$ cat config.mk
export PLATFORM = sky130hd
export DESIGN_NAME = spsram_arb_flat
export DESIGN_NICKNAME = d
export VERILOG_FILES = /design/src/rtl/spsram_arb_if.sv /design/src/rtl/spsram_arb.sv /design/src/flat_wrapper.sv
export SDC_FILE = /design/constraint.sdc
export NUM_CORES = 1
export LEC_CHECK = 0
export CAP_MARGIN = 0
export CORE_AREA = 3 3 162 164
export CTS_CLUSTER_DIAMETER = 120
export DETAILED_ROUTE_END_ITERATION = 12
export DIE_AREA = 0 0 165 167
export HOLD_SLACK_MARGIN = 0.1
export PLACE_DENSITY = 0.69
export SETUP_SLACK_MARGIN = 0.2
export SLEW_MARGIN = 25
export SYNTH_ARGS = -nofsm -noshare
export SYNTH_HDL_FRONTEND = slang
export SYNTH_SLANG_ARGS = --single-unit
$ cat constraint.sdc
create_clock -name i_clk -period 1.1 [get_ports i_clk]
set_input_delay 0.22 -clock i_clk [delete_from_list [all_inputs] [get_ports i_clk]]
set_output_delay 0.22 -clock i_clk [all_outputs]
set_load 0.02 [all_outputs]
$ cat src/rtl/spsram_arb_if.sv
`default_nettype none
// ============================================================================
//  Module   : spsram_arb_if
//  Purpose  : Bus bundle between two clients, the spsram_arb arbiter and a
//             single-port SRAM. The slave modport is the arbiter's view and
//             the master modport is the view of the surrounding logic.
//  Revision : 1.0 - initial release
// ============================================================================
interface spsram_arb_if #(
    parameter int BW_DATA = 64,
    parameter int BW_ADDR = 6
);
    // Client 0 command and response
    logic               i_req0_valid;
    logic               i_req0_wen;
    logic [BW_ADDR-1:0] i_req0_addr;
    logic [BW_DATA-1:0] i_req0_data;
    logic               o_req0_ready;
    logic               o_req0_rvalid;
    logic [BW_DATA-1:0] o_req0_rdata;

    // Client 1 command and response
    logic               i_req1_valid;
    logic               i_req1_wen;
    logic [BW_ADDR-1:0] i_req1_addr;
    logic [BW_DATA-1:0] i_req1_data;
    logic               o_req1_ready;
    logic               o_req1_rvalid;
    logic [BW_DATA-1:0] o_req1_rdata;

    // SRAM side
    logic               o_sram_cen;
    logic               o_sram_wen;
    logic               o_sram_oen;
    logic [BW_ADDR-1:0] o_sram_addr;
    logic [BW_DATA-1:0] o_sram_data;
    logic [BW_DATA-1:0] i_sram_data;

    modport slave (
        input  i_req0_valid, i_req0_wen, i_req0_addr, i_req0_data,
        output o_req0_ready, o_req0_rvalid, o_req0_rdata,
        input  i_req1_valid, i_req1_wen, i_req1_addr, i_req1_data,
        output o_req1_ready, o_req1_rvalid, o_req1_rdata,
        output o_sram_cen, o_sram_wen, o_sram_oen, o_sram_addr, o_sram_data,
        input  i_sram_data
    );

    modport master (
        output i_req0_valid, i_req0_wen, i_req0_addr, i_req0_data,
        input  o_req0_ready, o_req0_rvalid, o_req0_rdata,
        output i_req1_valid, i_req1_wen, i_req1_addr, i_req1_data,
        input  o_req1_ready, o_req1_rvalid, o_req1_rdata,
        input  o_sram_cen, o_sram_wen, o_sram_oen, o_sram_addr, o_sram_data,
        output i_sram_data
    );
endinterface
`default_nettype wire

$ cat src/rtl/spsram_arb.sv
`default_nettype none
// ============================================================================
//  Module   : spsram_arb
//  Purpose  : Two-client arbiter and sequencer for one single-port SRAM.
//             Grants one command per cycle, registers the SRAM controls and
//             routes read data back to the issuing client two cycles after
//             the accept edge.
//  Config   : SPSRAM_ARB_RR_EN defined   -> round-robin tie break via ptr
//             SPSRAM_ARB_RR_EN undefined -> client 0 always wins a tie
//  Revision : 1.0 - initial release
// ============================================================================
module spsram_arb #(
    parameter int BW_DATA = 64,
    parameter int BW_ADDR = 6
) (
    input  logic          i_clk,
    input  logic          i_rst,
    spsram_arb_if.slave   bus
);

    logic               w_gnt0;
    logic               w_gnt1;
    logic               w_accept;
    logic               w_cmd_wen;
    logic [BW_ADDR-1:0] w_cmd_addr;
    logic [BW_DATA-1:0] w_cmd_data;

    // Issue stage
    logic               r_cen;
    logic               r_wen;
    logic               r_oen;
    logic [BW_ADDR-1:0] r_addr;
    logic [BW_DATA-1:0] r_data;
    logic               r_tag;
    logic               r_rd_pend;

    // SRAM access stage: the read is being sampled by the SRAM this cycle
    logic               r_rsp_pend;
    logic               r_rsp_tag;

    // Response stage
    logic               r_rvalid0;
    logic               r_rvalid1;
    logic [BW_DATA-1:0] r_rdata0;
    logic [BW_DATA-1:0] r_rdata1;

`ifdef SPSRAM_ARB_RR_EN
    logic               r_ptr;

    // Client 1 wins when alone or when the pointer favours it in a tie
    assign w_gnt1 = ~i_rst & bus.i_req1_valid & (~bus.i_req0_valid | r_ptr);

    // Pointer moves to the client that lost (or was absent) on every accept
    always_ff @(posedge i_clk) begin
        if (i_rst) begin
            r_ptr <= 1'b0;
        end else if (w_accept) begin
            r_ptr <= w_gnt0;
        end
    end
`else
    // Fixed priority: client 1 only when client 0 is idle
    assign w_gnt1 = ~i_rst & bus.i_req1_valid & ~bus.i_req0_valid;
`endif

    // Ready is held low during reset so nothing is accepted while flushing
    assign w_gnt0   = ~i_rst & bus.i_req0_valid & ~w_gnt1;
    assign w_accept = w_gnt0 | w_gnt1;

    assign w_cmd_wen  = w_gnt1 ? bus.i_req1_wen  : bus.i_req0_wen;
    assign w_cmd_addr = w_gnt1 ? bus.i_req1_addr : bus.i_req0_addr;
    assign w_cmd_data = w_gnt1 ? bus.i_req1_data : bus.i_req0_data;

    // Issue stage: register the granted command towards the SRAM
    always_ff @(posedge i_clk) begin
        if (i_rst) begin
            r_cen     <= 1'b0;
            r_wen     <= 1'b0;
            r_oen     <= 1'b0;
            r_addr    <= '0;
            r_data    <= '0;
            r_tag     <= 1'b0;
            r_rd_pend <= 1'b0;
        end else begin
            r_cen     <= w_accept;
            r_wen     <= w_accept & w_cmd_wen;
            r_oen     <= w_accept & ~w_cmd_wen;
            r_rd_pend <= w_accept & ~w_cmd_wen;
            if (w_accept) begin
                r_addr <= w_cmd_addr;
                r_data <= w_cmd_data;
                r_tag  <= w_gnt1;
            end
        end
    end

    // Track the read through the SRAM's own sampling edge
    always_ff @(posedge i_clk) begin
        if (i_rst) begin
            r_rsp_pend <= 1'b0;
            r_rsp_tag  <= 1'b0;
        end else begin
            r_rsp_pend <= r_rd_pend;
            r_rsp_tag  <= r_tag;
        end
    end

    // Response stage: capture SRAM output for the issuing client only
    always_ff @(posedge i_clk) begin
        if (i_rst) begin
            r_rvalid0 <= 1'b0;
            r_rvalid1 <= 1'b0;
            r_rdata0  <= '0;
            r_rdata1  <= '0;
        end else begin
            r_rvalid0 <= r_rsp_pend & ~r_rsp_tag;
            r_rvalid1 <= r_rsp_pend & r_rsp_tag;
            if (r_rsp_pend && !r_rsp_tag) begin
                r_rdata0 <= bus.i_sram_data;
            end
            if (r_rsp_pend && r_rsp_tag) begin
                r_rdata1 <= bus.i_sram_data;
            end
        end
    end

    assign bus.o_req0_ready  = w_gnt0;
    assign bus.o_req1_ready  = w_gnt1;
    assign bus.o_req0_rvalid = r_rvalid0;
    assign bus.o_req1_rvalid = r_rvalid1;
    assign bus.o_req0_rdata  = r_rdata0;
    assign bus.o_req1_rdata  = r_rdata1;
    assign bus.o_sram_cen    = r_cen;
    assign bus.o_sram_wen    = r_wen;
    assign bus.o_sram_oen    = r_oen;
    assign bus.o_sram_addr   = r_addr;
    assign bus.o_sram_data   = r_data;

endmodule
`default_nettype wire

$ cat src/flat_wrapper.sv
// flat-port wrapper written by rule: the top's interface ports become plain ports
module spsram_arb_flat 
#(
    parameter int BW_DATA = 64,
    parameter int BW_ADDR = 6
)
  (i_clk, i_rst, bus_i_req0_valid, bus_i_req0_wen, bus_i_req0_addr, bus_i_req0_data, bus_o_req0_ready, bus_o_req0_rvalid, bus_o_req0_rdata, bus_i_req1_valid, bus_i_req1_wen, bus_i_req1_addr, bus_i_req1_data, bus_o_req1_ready, bus_o_req1_rvalid, bus_o_req1_rdata, bus_o_sram_cen, bus_o_sram_wen, bus_o_sram_oen, bus_o_sram_addr, bus_o_sram_data, bus_i_sram_data);
  spsram_arb_if #(.BW_DATA(BW_DATA), .BW_ADDR(BW_ADDR)) bus_i ();
  input  logic i_clk;
  input  logic i_rst;
  input wire logic [$bits(bus_i.i_req0_valid)-1:0] bus_i_req0_valid;
  input wire logic [$bits(bus_i.i_req0_wen)-1:0] bus_i_req0_wen;
  input wire logic [$bits(bus_i.i_req0_addr)-1:0] bus_i_req0_addr;
  input wire logic [$bits(bus_i.i_req0_data)-1:0] bus_i_req0_data;
  output wire logic [$bits(bus_i.o_req0_ready)-1:0] bus_o_req0_ready;
  output wire logic [$bits(bus_i.o_req0_rvalid)-1:0] bus_o_req0_rvalid;
  output wire logic [$bits(bus_i.o_req0_rdata)-1:0] bus_o_req0_rdata;
  input wire logic [$bits(bus_i.i_req1_valid)-1:0] bus_i_req1_valid;
  input wire logic [$bits(bus_i.i_req1_wen)-1:0] bus_i_req1_wen;
  input wire logic [$bits(bus_i.i_req1_addr)-1:0] bus_i_req1_addr;
  input wire logic [$bits(bus_i.i_req1_data)-1:0] bus_i_req1_data;
  output wire logic [$bits(bus_i.o_req1_ready)-1:0] bus_o_req1_ready;
  output wire logic [$bits(bus_i.o_req1_rvalid)-1:0] bus_o_req1_rvalid;
  output wire logic [$bits(bus_i.o_req1_rdata)-1:0] bus_o_req1_rdata;
  output wire logic [$bits(bus_i.o_sram_cen)-1:0] bus_o_sram_cen;
  output wire logic [$bits(bus_i.o_sram_wen)-1:0] bus_o_sram_wen;
  output wire logic [$bits(bus_i.o_sram_oen)-1:0] bus_o_sram_oen;
  output wire logic [$bits(bus_i.o_sram_addr)-1:0] bus_o_sram_addr;
  output wire logic [$bits(bus_i.o_sram_data)-1:0] bus_o_sram_data;
  input wire logic [$bits(bus_i.i_sram_data)-1:0] bus_i_sram_data;
  assign bus_i.i_req0_valid = bus_i_req0_valid;
  assign bus_i.i_req0_wen = bus_i_req0_wen;
  assign bus_i.i_req0_addr = bus_i_req0_addr;
  assign bus_i.i_req0_data = bus_i_req0_data;
  assign bus_o_req0_ready = bus_i.o_req0_ready;
  assign bus_o_req0_rvalid = bus_i.o_req0_rvalid;
  assign bus_o_req0_rdata = bus_i.o_req0_rdata;
  assign bus_i.i_req1_valid = bus_i_req1_valid;
  assign bus_i.i_req1_wen = bus_i_req1_wen;
  assign bus_i.i_req1_addr = bus_i_req1_addr;
  assign bus_i.i_req1_data = bus_i_req1_data;
  assign bus_o_req1_ready = bus_i.o_req1_ready;
  assign bus_o_req1_rvalid = bus_i.o_req1_rvalid;
  assign bus_o_req1_rdata = bus_i.o_req1_rdata;
  assign bus_o_sram_cen = bus_i.o_sram_cen;
  assign bus_o_sram_wen = bus_i.o_sram_wen;
  assign bus_o_sram_oen = bus_i.o_sram_oen;
  assign bus_o_sram_addr = bus_i.o_sram_addr;
  assign bus_o_sram_data = bus_i.o_sram_data;
  assign bus_i.i_sram_data = bus_i_sram_data;
  spsram_arb #(.BW_DATA(BW_DATA), .BW_ADDR(BW_ADDR)) u_core (.i_clk(i_clk), .i_rst(i_rst), .bus(bus_i));
endmodule
==> summary.txt <==
Logic synthesis
  • Most common cell in the synthesized netlist: nand2_1
  • Synth Instances: about 900
  • Mapped Avg Cell Area: between 8 and 9 um^2
  • Synth top area share: between 50 and 60%
  • Multiplexer area fraction after synthesis: about a fifth
  • Commonest cells post-synth: nand2_1, dfxtp_1, a21oi_1, nor2_1, mux2i_1
  • Post-Syn Area: 7940 um^2
  • Synth Area in XOR/XNOR: 0%
  • Synth area leaders: dfxtp_1, nand2_1, mux2i_1
  • Synth Area in Simple Gates: 16.8%
  • Yosys top cell by area: dfxtp_1
  • Ys flop type: dfxtp_1
  • Yosys cell types: 19
  • Post-Synth Adder-Cell Area: 0%
  • Compound-Gate Fraction of Synth Area: under 10%
  • #FFs+latches synth: around 210
  • Warnings, synthesis: 0
  • Asr flop ratio synth: 0%
  • Post-synth EDFFs: 0
  • Largest family of logic cells by synthesized area: multiplexers
  • Sequential area share after synthesis: between 50% and 60%
  • Syn nets: approximately 1,100

Clocking
  • CTS sink count: a little over 200
  • Clock latency on the worst-skew pair: 0.51 ns
  • Bufs on Longest Clock Path: 3
  • H-Tree Depth: 1
  • Clock-pin transition on the worst setup and hold timing paths: around 0.060 ns
  • Total CTS buffers: 24
  • CTS tree: built
  • CTS root buf: clkbuf_16

Routing
  • Vias/cell: 4.77
  • Wire length per cell: 20.0 um
  • First-pass DRT Iterations: 7
  • Routed WL: about 35,000 um
  • Final ANT Viol Nets: 0
  • DR iter-0 viols: 525
  • DRC: 0
  • Total via count in the routed design: ~8,400

Critical path
  • R2R depth: 7
  • Critical-path top delay cell: dfxtp_4
  • Worst path cell trace: buf_6 > nand2b_4 > buf_12 > buf_12 > clkbuf_16 > nand2_4 > a21oi_2
  • CP peak stage delay: 0.38 ns
  • Worst Path Arrival: around 1.6 ns
  • FF-to-FF Start: u_core.r_rsp_pend$_SDFF_PP0_
  • R2R setup slack: -0.16 ns
  • CP dominant cell by count: buf_12
  • Reg-to-reg endpoint: u_core.bus.o_req0_rdata[59]$_SDFFE_PP0P_
  • Critical path capture point type: flop
  • CP Launch Type: flop
  • CP required: about 1.5 ns
  • CP Max Fanout: 6
  • Worst Setup Path Type: flop to flop

Worst hold path
  • HP Class: primary input to flop
  • Hold Path Stages: 4
  • Worst Hold Endpoint: u_core.bus.o_sram_data[58]$_SDFFE_PP0P_
  • Hold wc startpoint: bus_i_req0_valid

Floorplanning
  • Floorplan row count: just under 60
  • Core Area: ~25,000 um^2
  • DIE HEIGHT: 167 um
  • Die area: ~28,000 um^2
  • Die width: 165 um
  • IO Pins: a little over 400
  • Initial Utilization: between 30% and 40%

STA
  • Clock Skew: 0.00577 ns
  • RSZ-0062 raised after global routing: yes
  • Endpoints failing setup: 324
  • Post-route minimum period: 1.26 ns
  • Worst hold margin: 0.114 ns
  • Fin crit share: 115%
  • Slew @ Worst Pin: around 0.5 ns
  • Max frequency: 792 MHz
  • Slew Limit Fails: 0
  • Slack of the critical path: -0.163 ns
  • Fin. Hold Viols: 0
  • Relative slew slack: 65.9%

Pwr
  • Max rail drop VDD: between 1000 and 1500 uV
  • Total Power: about 19 mW
  • Leakage: 7.06 nW
  • Power Density: 1180 nW/um^2

Global route
  • Largest net degree at the start of global routing: 99
  • Vias in the first global route: roughly 8,300
  • Initial antenna violation count: 3
  • Remaining global-route overflow: 0
  • First-pass GRT wire length: between 40,000 and 50,000 um
  • Gr usage total: between 20% and 30%

Outcome
  • Failing checks: negative setup slack
  • Status: finished with violations

Layout
  • P&R area growth vs syn: 107%
  • Layout cells sized above 1: a little under three fifths
  • Final Cell Area: roughly 16,000 um^2
  • Layout Nets: about 1,600
  • Util after Layout: between 60% and 70%

Placed design
  • Area after DPL: around 13,000 um^2
  • Setup WS pre-CTS: -0.320 ns
  • Post-DP HPWL: ~21,000 um
  • Gpl congestion: 0.803
  • Port Buffers: between 400 and 500

Flow run
  • Number of max-cap violations: 0
-- metal layers --
metal / global-route usage, % / vias up / wire [um]
li1: - / 3975 / -
met1: 22.2 / 3963 / 12500
met2: 39.3 / 387 / 17900
met3: 8.13 / 70 / 3640
met4: 6.24 / 2 / 1120
met5: 0 / - / 13
-- stage by stage --
step | instances | setup TNS (ns)
after global placement | 1620 | -22.47
after CTS | 1706 | -26.55
after detailed placement | 1620 | -25.34
after global routing | 1761 | -39.33
final | 1761 | -25.88
after floorplan | 888 | 0
-- cell families (layout without fill, tap and decap cells) --
family,count (synthesis),after routing
and+or+nand+nor,345,345
DFF,206,206
muxes,140,140
AOI/OAI and AO/OA,130,130
buffers and inverters,67,608
other,0,2
-- critical path, delay by kind of cell (launching register included) --
kind                   cells  cell delay [ns]
AO/OA/AOI/OAI              1             0.05
buffers and inverters      4             0.55
flip-flops                 1             0.38
AND/OR/NAND/NOR            2             0.15
-- where the power goes --
part	internal, mW	total (mW)	switching (mW)
Combinational	2.17	3.61	1.45
Clock	4.60	7.82	3.22
Sequential	7.78	8.00	0.225
Total	14.5	19.4	4.89
-- area by class of cell --
cell class	instances	area, um^2
Tap cell	330	413
Fill cell	1908	8630
Clock buffer	37	741
Sequential cell	206	4400
Multi-Input combinational cell	615	4350
Clock inverter	5	27.5
Timing Repair Buffer	566	6470
Antenna cell	2	5.00
-- flip-flops by register name, indices dropped and copies added (netlist names) --
name / flops
u_core.bus.o_sram_wen: 1
u_core.r_tag: 1
u_core.r_rsp_pend: 1
u_core.bus.o_req0_rvalid: 1
u_core.bus.o_sram_addr: 6
u_core.bus.o_req1_rdata: 64
u_core.r_rsp_tag: 1
u_core.bus.o_req0_rdata: 64
u_core.bus.o_sram_data: 64
u_core.bus.o_sram_oen: 1
u_core.bus.o_req1_rvalid: 1
u_core.bus.o_sram_cen: 1
-- worst max path at each step --
stage | endpoint | slack [ns] | cells past startpoint | startpoint
final | u_core.bus.o_req0_rdata[59]$_SDFFE_PP0P_ | -0.16 | 7 | u_core.r_rsp_pend$_SDFF_PP0_
after global routing | u_core.bus.o_req0_rdata[58]$_SDFFE_PP0P_ | -0.22 | 6 | u_core.r_rsp_pend$_SDFF_PP0_
after CTS | bus_o_req0_rdata[25] | -0.15 | 1 | u_core.bus.o_req0_rdata[25]$_SDFFE_PP0P_
after detailed placement | bus_o_req1_ready | -0.32 | 3 | bus_i_req1_valid
after global placement | bus_o_req1_ready | -0.32 | 3 | bus_i_req1_valid
after floorplan | bus_o_req1_ready | 0.02 | 4 | bus_i_req0_valid
-- layout by cell type, fill, tap and decap left out, drive strengths merged, types with 2 or more instances in the layout --
cell / instances
nor2b: 5
dfxtp: 206
nor2: 75
nor3b: 2
mux2: 70
nand2: 258
mux2i: 70
clkbuf: 48
a21oi: 130
buf: 347
diode: 2
clkinv: 4
clkdlybuf4s50: 206
-- what timing repair did --
action	in CTS	in global routing
gates cloned	10	14
hold buffers	1	0
buffers inserted	33	40
pin swaps	17	90
endpoints found under the hold margin	2	0
endpoints found under the setup margin	359	400
gates resized for setup	1393	212
(Power assumes the default switching activity.)
